===== config.mk =====
export PLATFORM = sky130hd
export DESIGN_NAME = mem_arbiter
export DESIGN_NICKNAME = d
export VERILOG_FILES = /design/src/rtl/core_pkg.sv /design/src/rtl/rr_arbiter.sv /design/src/rtl/mem_arbiter.sv
export SDC_FILE = /design/constraint.sdc
export NUM_CORES = 1
export LEC_CHECK = 0
export ABC_AREA = 1
export CAP_MARGIN = 20
export CORE_AREA = 2 2 141 143
export DETAILED_ROUTE_END_ITERATION = 10
export DIE_AREA = 0 0 143 145
export SKIP_CTS_REPAIR_TIMING = 1
export SYNTH_ARGS = -nofsm -noshare
export SYNTH_HDL_FRONTEND = slang
export SYNTH_SLANG_ARGS = --single-unit

===== constraint.sdc =====
create_clock -name clk -period 1.5 [get_ports clk]
set_clock_uncertainty 0.1 [all_clocks]
set_input_delay 0.15 -clock clk [delete_from_list [all_inputs] [get_ports clk]]
set_output_delay 0.15 -clock clk [all_outputs]
set_load 0.02 [all_outputs]

===== src/rtl/core_pkg.sv =====
// Shared definitions for the memory arbiter: arbitration mode encodings
// and the helper that locates one port's field inside a packed bus.
package core_pkg;

    // Arbitration policy selected by the PRIO_MODE parameter.
    typedef enum logic [0:0] {
        PRIO_RR    = 1'b0,  // round-robin, search starts at the pointer
        PRIO_FIXED = 1'b1   // fixed priority, port 0 highest
    } prio_mode_e;

    // Lowest bit of port idx's field in a bus packed as {port N-1, ..., port 0}.
    function automatic int slice_lo(input int idx, input int width);
        return idx * width;
    endfunction

endpackage


===== src/rtl/rr_arbiter.sv =====
// N-way arbiter: request vector in, one-hot grant out. In round-robin mode
// it keeps its own pointer that advances past the last winner; in fixed
// priority mode the lowest-indexed requester always wins.
module rr_arbiter
    import core_pkg::*;
#(
    parameter int N_PORTS   = 2,
    parameter int PRIO_MODE = 0
) (
    input  logic               clk,
    input  logic               rst,
    input  logic [N_PORTS-1:0] i_req,
    output logic [N_PORTS-1:0] o_gnt
);

    localparam int PTR_W = (N_PORTS > 1) ? $clog2(N_PORTS) : 1;

    logic [PTR_W-1:0]   r_ptr;
    logic [N_PORTS-1:0] w_req;
    logic [PTR_W-1:0]   w_gnt_idx;
    logic [PTR_W-1:0]   w_ptr_nxt;
    logic               w_any;
    int                 w_scan;

    // Nothing is granted while reset is held, whatever the requesters do.
    assign w_req = rst ? '0 : i_req;

    // Pick the winner for this cycle and the pointer that follows it.
    always_comb begin
        // NOTE: every output gets a default before any branch so no path
        // leaves a value unassigned, which would infer a latch.
        o_gnt     = '0;
        w_gnt_idx = '0;
        w_any     = 1'b0;
        w_scan    = 0;
        if (PRIO_MODE == int'(PRIO_FIXED)) begin
            for (int i = 0; i < N_PORTS; i++) begin
                if (!w_any && w_req[i]) begin
                    w_any     = 1'b1;
                    w_gnt_idx = PTR_W'(i);
                end
            end
        end else begin
            for (int off = 0; off < N_PORTS; off++) begin
                w_scan = int'(r_ptr) + off;
                if (w_scan >= N_PORTS) begin
                    w_scan = w_scan - N_PORTS;
                end
                if (!w_any && w_req[w_scan]) begin
                    w_any     = 1'b1;
                    w_gnt_idx = PTR_W'(w_scan);
                end
            end
        end
        if (w_any) begin
            o_gnt[w_gnt_idx] = 1'b1;
        end
        w_ptr_nxt = (w_gnt_idx == PTR_W'(N_PORTS - 1)) ? '0 : w_gnt_idx + 1'b1;
    end

    // Advance the pointer one past the winner; an idle cycle leaves it alone.
    always_ff @(posedge clk) begin
        // NOTE: state registers use non-blocking assignment so every flop
        // samples the pre-edge value of its inputs.
        if (rst) begin
            r_ptr <= '0;
        end else if (w_any && PRIO_MODE != int'(PRIO_FIXED)) begin
            r_ptr <= w_ptr_nxt;
        end
    end

endmodule


===== src/rtl/mem_arbiter.sv =====
// Arbitrates N requester ports onto a single memory port. Read and write
// channels each have their own arbiter, so one read and one write can issue
// in the same cycle. Grants are combinational; the winning request drives
// the memory side in the same cycle. Read returns are routed back through
// an RD_LAT-deep pipeline carrying the one-hot index of the issuing port.
module mem_arbiter
    import core_pkg::*;
#(
    parameter int N_PORTS   = 2,
    parameter int ADDR_W    = 32,
    parameter int DATA_W    = 32,
    parameter int RD_LAT    = 1,
    parameter int PRIO_MODE = 0
) (
    input  logic                        clk,
    input  logic                        rst,

    input  logic [N_PORTS-1:0]          p_r_en,
    input  logic [N_PORTS*ADDR_W-1:0]   p_r_addr,
    output logic [N_PORTS-1:0]          p_r_gnt,
    output logic [N_PORTS-1:0]          p_r_valid,
    output logic [DATA_W-1:0]           p_r_data,

    input  logic [N_PORTS-1:0]          p_w_en,
    input  logic [N_PORTS*ADDR_W-1:0]   p_w_addr,
    input  logic [N_PORTS*DATA_W-1:0]   p_w_data,
    output logic [N_PORTS-1:0]          p_w_gnt,

    output logic                        m_r_en,
    output logic [ADDR_W-1:0]           m_r_addr,
    output logic                        m_w_en,
    output logic [ADDR_W-1:0]           m_w_addr,
    output logic [DATA_W-1:0]           m_w_data,
    input  logic [DATA_W-1:0]           m_r_data
);

    logic [N_PORTS-1:0] w_r_gnt;
    logic [N_PORTS-1:0] w_w_gnt;
    logic [N_PORTS-1:0] r_rd_pipe [RD_LAT];

    rr_arbiter #(
        .N_PORTS   (N_PORTS),
        .PRIO_MODE (PRIO_MODE)
    ) u_rd_arb (
        .clk   (clk),
        .rst   (rst),
        .i_req (p_r_en),
        .o_gnt (w_r_gnt)
    );

    rr_arbiter #(
        .N_PORTS   (N_PORTS),
        .PRIO_MODE (PRIO_MODE)
    ) u_wr_arb (
        .clk   (clk),
        .rst   (rst),
        .i_req (p_w_en),
        .o_gnt (w_w_gnt)
    );

    assign p_r_gnt = w_r_gnt;
    assign p_w_gnt = w_w_gnt;
    assign m_r_en  = |w_r_gnt;
    assign m_w_en  = |w_w_gnt;

    // Steer the granted port's address and data onto the memory side.
    always_comb begin
        m_r_addr = '0;
        m_w_addr = '0;
        m_w_data = '0;
        for (int i = 0; i < N_PORTS; i++) begin
            if (w_r_gnt[i]) begin
                m_r_addr = p_r_addr[slice_lo(i, ADDR_W) +: ADDR_W];
            end
            if (w_w_gnt[i]) begin
                m_w_addr = p_w_addr[slice_lo(i, ADDR_W) +: ADDR_W];
                m_w_data = p_w_data[slice_lo(i, DATA_W) +: DATA_W];
            end
        end
    end

    // Carry each read grant down the pipeline so it surfaces with its data.
    always_ff @(posedge clk) begin
        // NOTE: this pipeline is reset, unlike a data-only array, because a
        // stale entry would fire a p_r_valid for a read that reset cancelled.
        if (rst) begin
            for (int k = 0; k < RD_LAT; k++) begin
                r_rd_pipe[k] <= '0;
            end
        end else begin
            r_rd_pipe[0] <= w_r_gnt;
            for (int k = 1; k < RD_LAT; k++) begin
                r_rd_pipe[k] <= r_rd_pipe[k-1];
            end
        end
    end

    assign p_r_valid = rst ? '0 : r_rd_pipe[RD_LAT-1];
    assign p_r_data  = m_r_data;

endmodule


Word level (Yosys, flattened, before mapping)
Memory sizes are Yosys's and may differ from the RTL's.
Cells that the tools add are included.
{ "word_totals": {"ff_bits": 2, "ram_bits": 2, "input_bits": 230, "out_inout_bits": 136, "elab_cells": 78, "n_memories": 1} }
{ "memory_table": {"columns": ["memory", "words", "width", "rd", "rd_ports_with_merged_regs", "write_ports", "line", "rtl"], "rows": [
  ["r_rd_pipe", 1, 2, 1, 0, 1, "mem_arbiter.sv:39", "logic [N_PORTS-1:0] r_rd_pipe [RD_LAT];"]
]} }
{ "op_classes": {"n_addsub": 8, "magnitude_cmp": 12, "mux": 46, "n_reduce_logical": 9} }
{ "ops": {"columns": ["operator", "count"], "rows": [
  ["$mux 32", 10],
  ["$lt 32x3->1 const B", 4],
  ["$ge 32x3->1 const B", 2],
  ["$sub 32x3->32 const B", 2],
  ["$mux 1", 28],
  ["$mux 2", 6],
  ["$reduce_or 2->1", 3],
  ["$sub 1x2->3 const B", 2],
  ["$add 1x1->2 const B", 2],
  ["$ge 1x2->1 const B", 2],
  ["$logic_and 1x1->1", 4],
  ["$lt 1x2->1 const B", 2],
  ["$add 1x1->1 const B", 2],
  ["$demux 1 s1", 2],
  ["$ge 1x1->1 const B", 2],
  ["$logic_not 1->1", 2]
]} }

Depth between registers and ports, before layout
Gate-level depths: netlist of the first run.
{ "depth": {"word_depth": 16, "depth_mapped": 8, "mapped_depth_nobuf": 6} }

Cells and area by module
From an unflattened synthesis of the first run, not the netlist that was laid out.
{ "unflattened": {"hier_cells": 386, "area_unflattened_um2": 1910.6} }
{ "modules_own_cells": {"columns": ["module", "n_inst", "cells_each", "area_per_inst_um2", "seq_area_each_um2"], "rows": [
  ["mem_arbiter", 1, 364, 1795.5, 40.0],
  ["rr_arbiter", 2, 11, 57.6, 20.0]
]} }

Worst setup path before layout of the first run
Ideal clock, no wire load.
{ "synth_timing": {"path_type": "reg2out", "startpoint": "reg u_rd_arb.r_ptr", "endpoint": "out m_r_addr[22]", "t_arrival_ns": 1.034, "t_required_ns": 1.250, "path_slack_ns": 0.216, "path_stages_with_launch": 8, "path_buffers": 1, "path_cell_list": "dfxtp_1 > inv_1 > nand2_1 > nand2_2 > inv_2 > buf_4 > nand2_1 > nand2_1"} }
{ "synth_via": {"word_cells_on_any_way": 27, "cone_classes": "add/sub (3); order compare (4); mux (17); reduce/logical (3)"} }
{ "synth_rtl": {"columns": ["element", "line", "rtl"], "rows": [
  ["from (decl)", "rr_arbiter.sv:18", "logic [PTR_W-1:0] r_ptr;"],
  ["from (signal assigned)", "rr_arbiter.sv:68", "r_ptr <= w_ptr_nxt;"],
  ["branches (longest 13 deep; another with $sub 32x3->32)", null, null],
  ["$mux 2 (*)", "rr_arbiter.sv:55", "if (w_any) begin"],
  ["named net p_r_gnt[1]", "mem_arbiter.sv:20", "output logic [N_PORTS-1:0] p_r_gnt,"],
  ["$mux 32 (*)", "mem_arbiter.sv:72", "if (w_r_gnt[i]) begin"],
  ["to (decl)", "mem_arbiter.sv:30", "output logic [ADDR_W-1:0] m_r_addr,"]
]} }
Mark *: on every way through the listed nets, which the timed path passes. The select of a mux whose other input is x is not followed.

Final worst setup path of the first run
{ "layout_timing": {"startpoint": "reg u_wr_arb.r_ptr", "endpoint": "out m_w_data[17]"} }
{ "layout_via": {"elab_chain_len": 16, "word_cells_on_any_way": 27, "cone_classes": "add/sub (3); order compare (4); mux (17); reduce/logical (3)"} }
{ "layout_lines": {"columns": ["element", "line", "rtl"], "rows": [
  ["from (decl)", "rr_arbiter.sv:18", null],
  ["from (signal assigned)", "rr_arbiter.sv:68", null],
  ["branches (longest 13 deep; another with $sub 32x3->32)", null, null],
  ["$mux 2 (*)", "rr_arbiter.sv:55", null],
  ["$mux 32", "mem_arbiter.sv:75", "if (w_w_gnt[i]) begin"],
  ["$mux 32 (*)", "mem_arbiter.sv:75", null],
  ["to (decl)", "mem_arbiter.sv:33", "output logic [DATA_W-1:0] m_w_data,"]
]} }
Every way passes the cells marked *. The select of a mux whose other input is x is not followed.

==> key figures, run 1 <==
Route
  – Via count: 3,675
  – Total wire length: 14,360 microns
  – Avg WL per Cell: 15.13 microns
  – Via/cell ratio: 3.872
  – Drc violations: 0
  – Routed Antenna Nets: 0
  – TritonRoute pass-1 iters: 5
  – DRT iter0 DRCs: 78

Floorplanning
  – Core ar.: ~19,000 sq um
  – Starting Density: 9.745%
  – Top Ports: 366
  – Row cnt: 51
  – Die footprint: 20,740 sq um
  – Die Span Y: 145 microns
  – Die Wd: 143 microns

Placed design
  – DP Area: 5132 sq um
  – Port bufs: ~300
  – Gpl congestion: roughly 0.77
  – Inst Count DP: slightly above 900
  – Dpl hpwl: 9846 microns

Global route
  – Gr usage total: 10.02%
  – Vias in the first global route: 3,250
  – Remaining global-route overflow: 0
  – First-pass GRT wire length: 16,820 microns
  – Initial antenna violation count: 0
  – Pin count of the biggest net entering global routing: 34

Synth
  – Syn Nets: 615
  – Top cell type's share of synthesized area: 40.11%
  – Post-synth top area cell: nand2_1
  – Warnings, synthesis: 0
  – Syn Area/Cell: 4.862 sq um
  – Synth Register Bits: 4
  – Synth top area cells: nand2_1 (40%), nand3_1 (26%), buf_4 (14%)
  – Sequential fraction of the synthesis area: 4.278%
  – Yosys cell types: 13
  – Mapped Cells: 385
  – Synth Cell Area: 1872 sq um

Finish
  – Nets: a little over 900
  – N_diodes: 0
  – Post-route cell area: a little over 6000 sq um
  – Layout area overhead: 232.3%
  – Layout Cells excl Fill: 949
  – Layout cells sized above 1: 41.37%

Outcome
  – Status: finished, violations left
  – Failing checks: negative setup slack

STA
  – Max_slew headroom: a little over four fifths
  – Tmin final: 1.608 ns
  – Final Hold Fails: 0
  – Unrepaired setup endpoints after global routing: yes
  – Final worst slack: -0.1084 ns
  – Final worst path period share: 107.2%
  – Pins over their slew limit: 0
  – Final setup fails: 97
  – Setup TNS: -5.463 ns
  – Least-Margin Pin Slew: ~0.24 ns
  – Fmax: between 600 and 700 MHz

Flow run
  – Max_cap viols: 0

Hold path
  – Hold WC Path Type: input pin to register

Clock network
  – Root Buffer: clkbuf_16
  – CTS tree: done
  – Num CTS Buffers: 3
  – Clock Sinks: 4
  – Reg clk slew, reported paths: 0.03 ns
  – Clock buffer depth: 2
  – H-tree Lvls: 1
  – Clock latency on the worst-skew pair: 0.22 ns

Power and ir drop
  – Lkg Pwr: 3.101 nW
  – Maximum vdd ir drop: 0.0002698 V
  – Design Power: 2.638 mW
  – P per Cell Area: approximately 420 nW/um^2

Critical path
  – Worst Setup Start Kind: register
  – Crit path DAT: 1.36 ns
  – CP endpoint kind: output pin
  – Worst Path Max Fanout: 8
  – Critical Setup Path Class: register to output pin
  – Required time worst endpoint: 1.25 ns
==> flip-flops by register name (all words and copies together) (netlist names) <==
register        cells
r_rd_pipe           2
u_rd_arb.r_ptr      1
u_wr_arb.r_ptr      1
==> cell families (layout without fill, tap and decap cells) <==
| group | count (synthesis) | after routing | share of synthesized area (%) |
|---|---|---|---|
| DFF | 4 | 4 | 4.278 |
| buffers and inverters | 73 | 372 | 26.87 |
| and+or+nand+nor | 305 | 305 | 68.05 |
| AOI/OAI and AO/OA | 3 | 3 | 0.8019 |
==> worst max-delay path: stages (launching register included) <==
cell and delay (ns):
dfxtp_2 0.31, inv_2 0.04, nand2_2 0.05, nand2_4 0.13, buf_12 0.16, clkbuf_16 0.15, nand3_1 0.06, nand2_1 0.06
clkbuf_2 0.16
==> path summary, 6_finish.rpt <==
check	from	endpoint	slack, ns	cells after the start
min	p_w_en[1]	u_wr_arb.r_ptr	0.17	4
min reg2reg	u_wr_arb.r_ptr	u_wr_arb.r_ptr	0.37	2
max	u_wr_arb.r_ptr	m_w_data[17]	-0.11	8
max reg2reg	u_wr_arb.r_ptr	u_wr_arb.r_ptr	0.33	7
==> synthesized netlist by cell type <==
master / number
buf_4: 36
a21oi_1: 3
nand3_1: 97
dfxtp_1: 4
nand2_1: 200
clkbuf_1: 1
nand2_2: 2
nor2_2: 1
buf_2: 15
buf_6: 10
nor2_1: 5
inv_1: 9
inv_2: 2
==> layer usage <==
layer	global-route usage [%]	routed length, microns
met5	0	0
met1	10.32	4825
met3	3.168	1484
met2	19.86	7670
met4	1.188	382
==> report_power, final <==
group / total [mW] / switching [mW] / internal (mW) / leakage (nW)
clock: 0.407 / 0.0672 / 0.340 / 0.0370
sequential: 0.119 / 0.00337 / 0.115 / 0.0337
combinational: 2.11 / 0.951 / 1.16 / 3.03
total: 2.64 / 1.02 / 1.62 / 3.10
==> cells in the final DEF, fill, tap and decap left out, drive strengths merged <==
cell type	instances
clkdlybuf4s50	192
dfxtp	4
clkbuf	42
nand3	97
nor2	6
buf	118
inv	10
dlymetal6s2s	9
clkinv	1
a21oi	3
nand2	202
==> final cells by class <==
cell class / count / area, sq um
sequential: 4 / 82.58
timing repair buffer: 358 / 3809
fill: 2001 / 12990
inverter: 11 / 61.31
tap: 265 / 331.6
multi-input combinational: 308 / 1861
clock buffer: 3 / 75.07
==> per-stage QoR <==
stage          hold WS (ns)  utilization (%)  setup slack [ns]
2_1_floorplan        0.1191                -            0.2161
3_3_place_gp         0.2001            26.72           -0.8260
3_5_place_dp         0.2001            26.72           -0.8382
4_1_cts              0.2001            27.11           -0.8520
5_1_grt              0.2001            32.38           -0.1857
6_report             0.1736            32.38           -0.1084
(Power assumes the default switching activity.)
==> run 2: changes to the inputs <==
GPL_ROUTABILITY_DRIVEN = 0   (was unset)
==> results of run 2 <==
No change in the layout: final DEF, timing and power equal those of run 1.
==> run 3: changes to the inputs <==
CORE_AREA = 2 2 142 144   (was 2 2 141 143)
DIE_AREA = 0 0 144 146   (was 0 0 143 145)
clock period = 2 ns   (was 1.5 ns; I/O delays follow)
==> run 3 against run 2 <==
  * The run now ends clean
  * Register-to-register slack improved by 0.54 ns
  * Clock power down 25%
  * Largest cell class unchanged
  * Hold slack gained 0.13 ns
  * Die area increased by 1.4%
  * Total power decreased by 37%
  * Sequential power decreased by 26%
==> key figures, run 3 (same netlist as run 1, synthesis figures left out) <==
Finish
  – Max FFs per register: 2
  – Largest register by flop count: r_rd_pipe
  – Commonest non-fill, non-tap cell in the layout: clkdlybuf4s50_1
  – Most frequent cells in the layout: clkdlybuf4s50_1 (198), nand2_1 (197), nand3_1 (97), buf_4 (50), dlymetal6s2s_1 (40)
  – Layout area overhead: 175.9%
  – N_diodes: 0
  – Core Util, Final: 26.71%
  – Post-route cell area: 5164 sq um
  – Regs by FF count: r_rd_pipe x2, u_rd_arb.r_ptr x1, u_wr_arb.r_ptr x1
  – Layout cells sized above 1: between 15 and 20%
  – Nets: between 800 and 900

Hold path
  – Hold Path End: p_r_data[0]
  – Hold_sp: m_r_data[0]
  – Worst hold stages: 0
  – Hold WC Path Type: input pin to output pin

Floorplanning
  – Core ar.: 19,330 sq um
  – Starting Density: 9.681%
  – Die Span Y: 146 microns
  – Die Wd: approximately 140 microns
  – Top Ports: 366
  – Row cnt: a little over 50
  – Die footprint: 21,020 sq um

Critical path
  – Critical path cell sequence: clkdlybuf4s50_1 -> inv_1 -> nor2_2 -> nand2_2 -> buf_4 -> buf_12 -> nand3_1 -> nand2_2 -> buf_4
  – CP max-delay cell: clkdlybuf4s50_1
  – Critical Setup Path Class: input pin to output pin
  – Flop2flop setup slack: 0.87 ns
  – Reg2reg start: u_wr_arb.r_ptr
  – R2R depth: 7
  – Required time worst endpoint: ~1.7 ns
  – CP endpoint kind: output pin
  – Max stage delay on crit path: roughly 0.49 ns
  – Bufs and invs on worst path: 5
  – Worst Setup Start Kind: input pin
  – Crit path depth: 9
  – RR Endpoint: u_wr_arb.r_ptr
  – Start point of the critical path: p_w_en[1]
  – Worst Path Max Fanout: 41
  – Delay-heaviest family, CP: buffers and inverters
  – Crit path DAT: around 1.6 ns

Global route
  – Initial antenna violation count: 0
  – First-pass GRT wire length: 15,890 microns
  – Pin count of the biggest net entering global routing: 42
  – Vias in the first global route: 3,263
  – Remaining global-route overflow: 0
  – Gr usage total: 9.283%

Clock network
  – H-tree Lvls: 1
  – Clock Sinks: 4
  – Root Buffer: clkbuf_16
  – Clock buffer depth: 2
  – Clock latency on the worst-skew pair: 0.22 ns
  – CTS tree: done
  – Num CTS Buffers: 3

Power and ir drop
  – Design Power: 1.651 mW
  – Lkg Pwr: 2.989 nW
  – Comb power frac: 76.1%
  – Clock power frac: 18.6%
  – Sequential Power Share: 5.3%
  – Switching Share: 37.48%
  – Maximum vdd ir drop: 0.0002714 V
  – P per Cell Area: 319.7 nW/um^2
  – Psw: 618.6 uW
  – Int Pwr: 1.032 mW

STA
  – Hold_ws: between 0.3 and 0.4 ns
  – Max_slew headroom: 82.44%
  – Final setup fails: 0
  – Pins over their slew limit: 0
  – Unrepaired setup endpoints after global routing: yes
  – Setup TNS: 0 ns
  – Least-Margin Pin Slew: around 0.26 ns
  – Final Hold Fails: 0
  – Tmin final: 1.924 ns
  – Fmax: between 500 and 600 MHz
  – Final worst path period share: a little over nine tenths

Route
  – TritonRoute pass-1 iters: 4
  – Routed Antenna Nets: 0
  – Via/cell ratio: 3.675
  – Avg WL per Cell: 12.78 microns
  – Total wire length: 11,890 microns
  – DRT iter0 DRCs: a little over 80
  – Drc violations: 0
  – Via count: 3,421

Outcome
  – Status: finished, final reports clean

Flow run
  – Max_cap viols: 0

Placed design
  – Dpl hpwl: 9414 microns
  – DP Area: around 5100 sq um
  – Port bufs: 301
run 3: cell count changes in the layout (fill, tap and decap cells not counted), moves of 12 or more:
cell	delta
buf_2	+12
buf_4	+18
buf_6	-67
dlymetal6s2s_1	+31
nand2_1	+72
nand2_2	-42
nand2_4	-29
nand3_1	+34
nand3_2	-29
run 3: worst max path at each step:
stage	to	slack [ns]
floorplan	m_r_addr[22]	0.67
global placement	m_w_data[0]	-0.49
detailed placement	m_w_data[0]	-0.51
CTS	m_w_data[0]	-0.51
global route	m_w_addr[15]	-0.008
finish	m_w_data[4]	0.08
run 3: metal layers:
layer / part of all wire [%] / GRT usage, %
met2: 48 / 17.64
met4: 1.3 / 1.863
met1: 38 / 9.901
met5: 0 / 0
met3: 12 / 2.962
run 3: power by group through the flow:
stage	clock [mW]	sequential (mW)	combinational [mW]
floorplan	0	0.0891	0.585
finish	0.307	0.0879	1.26
CTS	0.314	0.0879	1.32
global route	0.317	0.0887	1.35
global placement	0	0.0888	1.31
detailed placement	0	0.0889	1.32
run 3: layout make-up:
| type | count | area [sq um] |
|---|---|---|
| clock buffers | 3 | 75.07 |
| fillers | 2177 | 14170 |
| inverters | 11 | 46.29 |
| multi-input cells | 308 | 1306 |
| flip-flops and latches | 4 | 80.08 |
| well taps | 265 | 331.6 |
| repair buffers | 340 | 3324 |
run 3: metrics by stage:
stage,worst slack (ns),instances
after floorplan,0.6661,385
after global placement,-0.4949,919
after detailed placement,-0.5069,919
after CTS,-0.5107,922
after global routing,-0.008442,931
final,0.07610,931
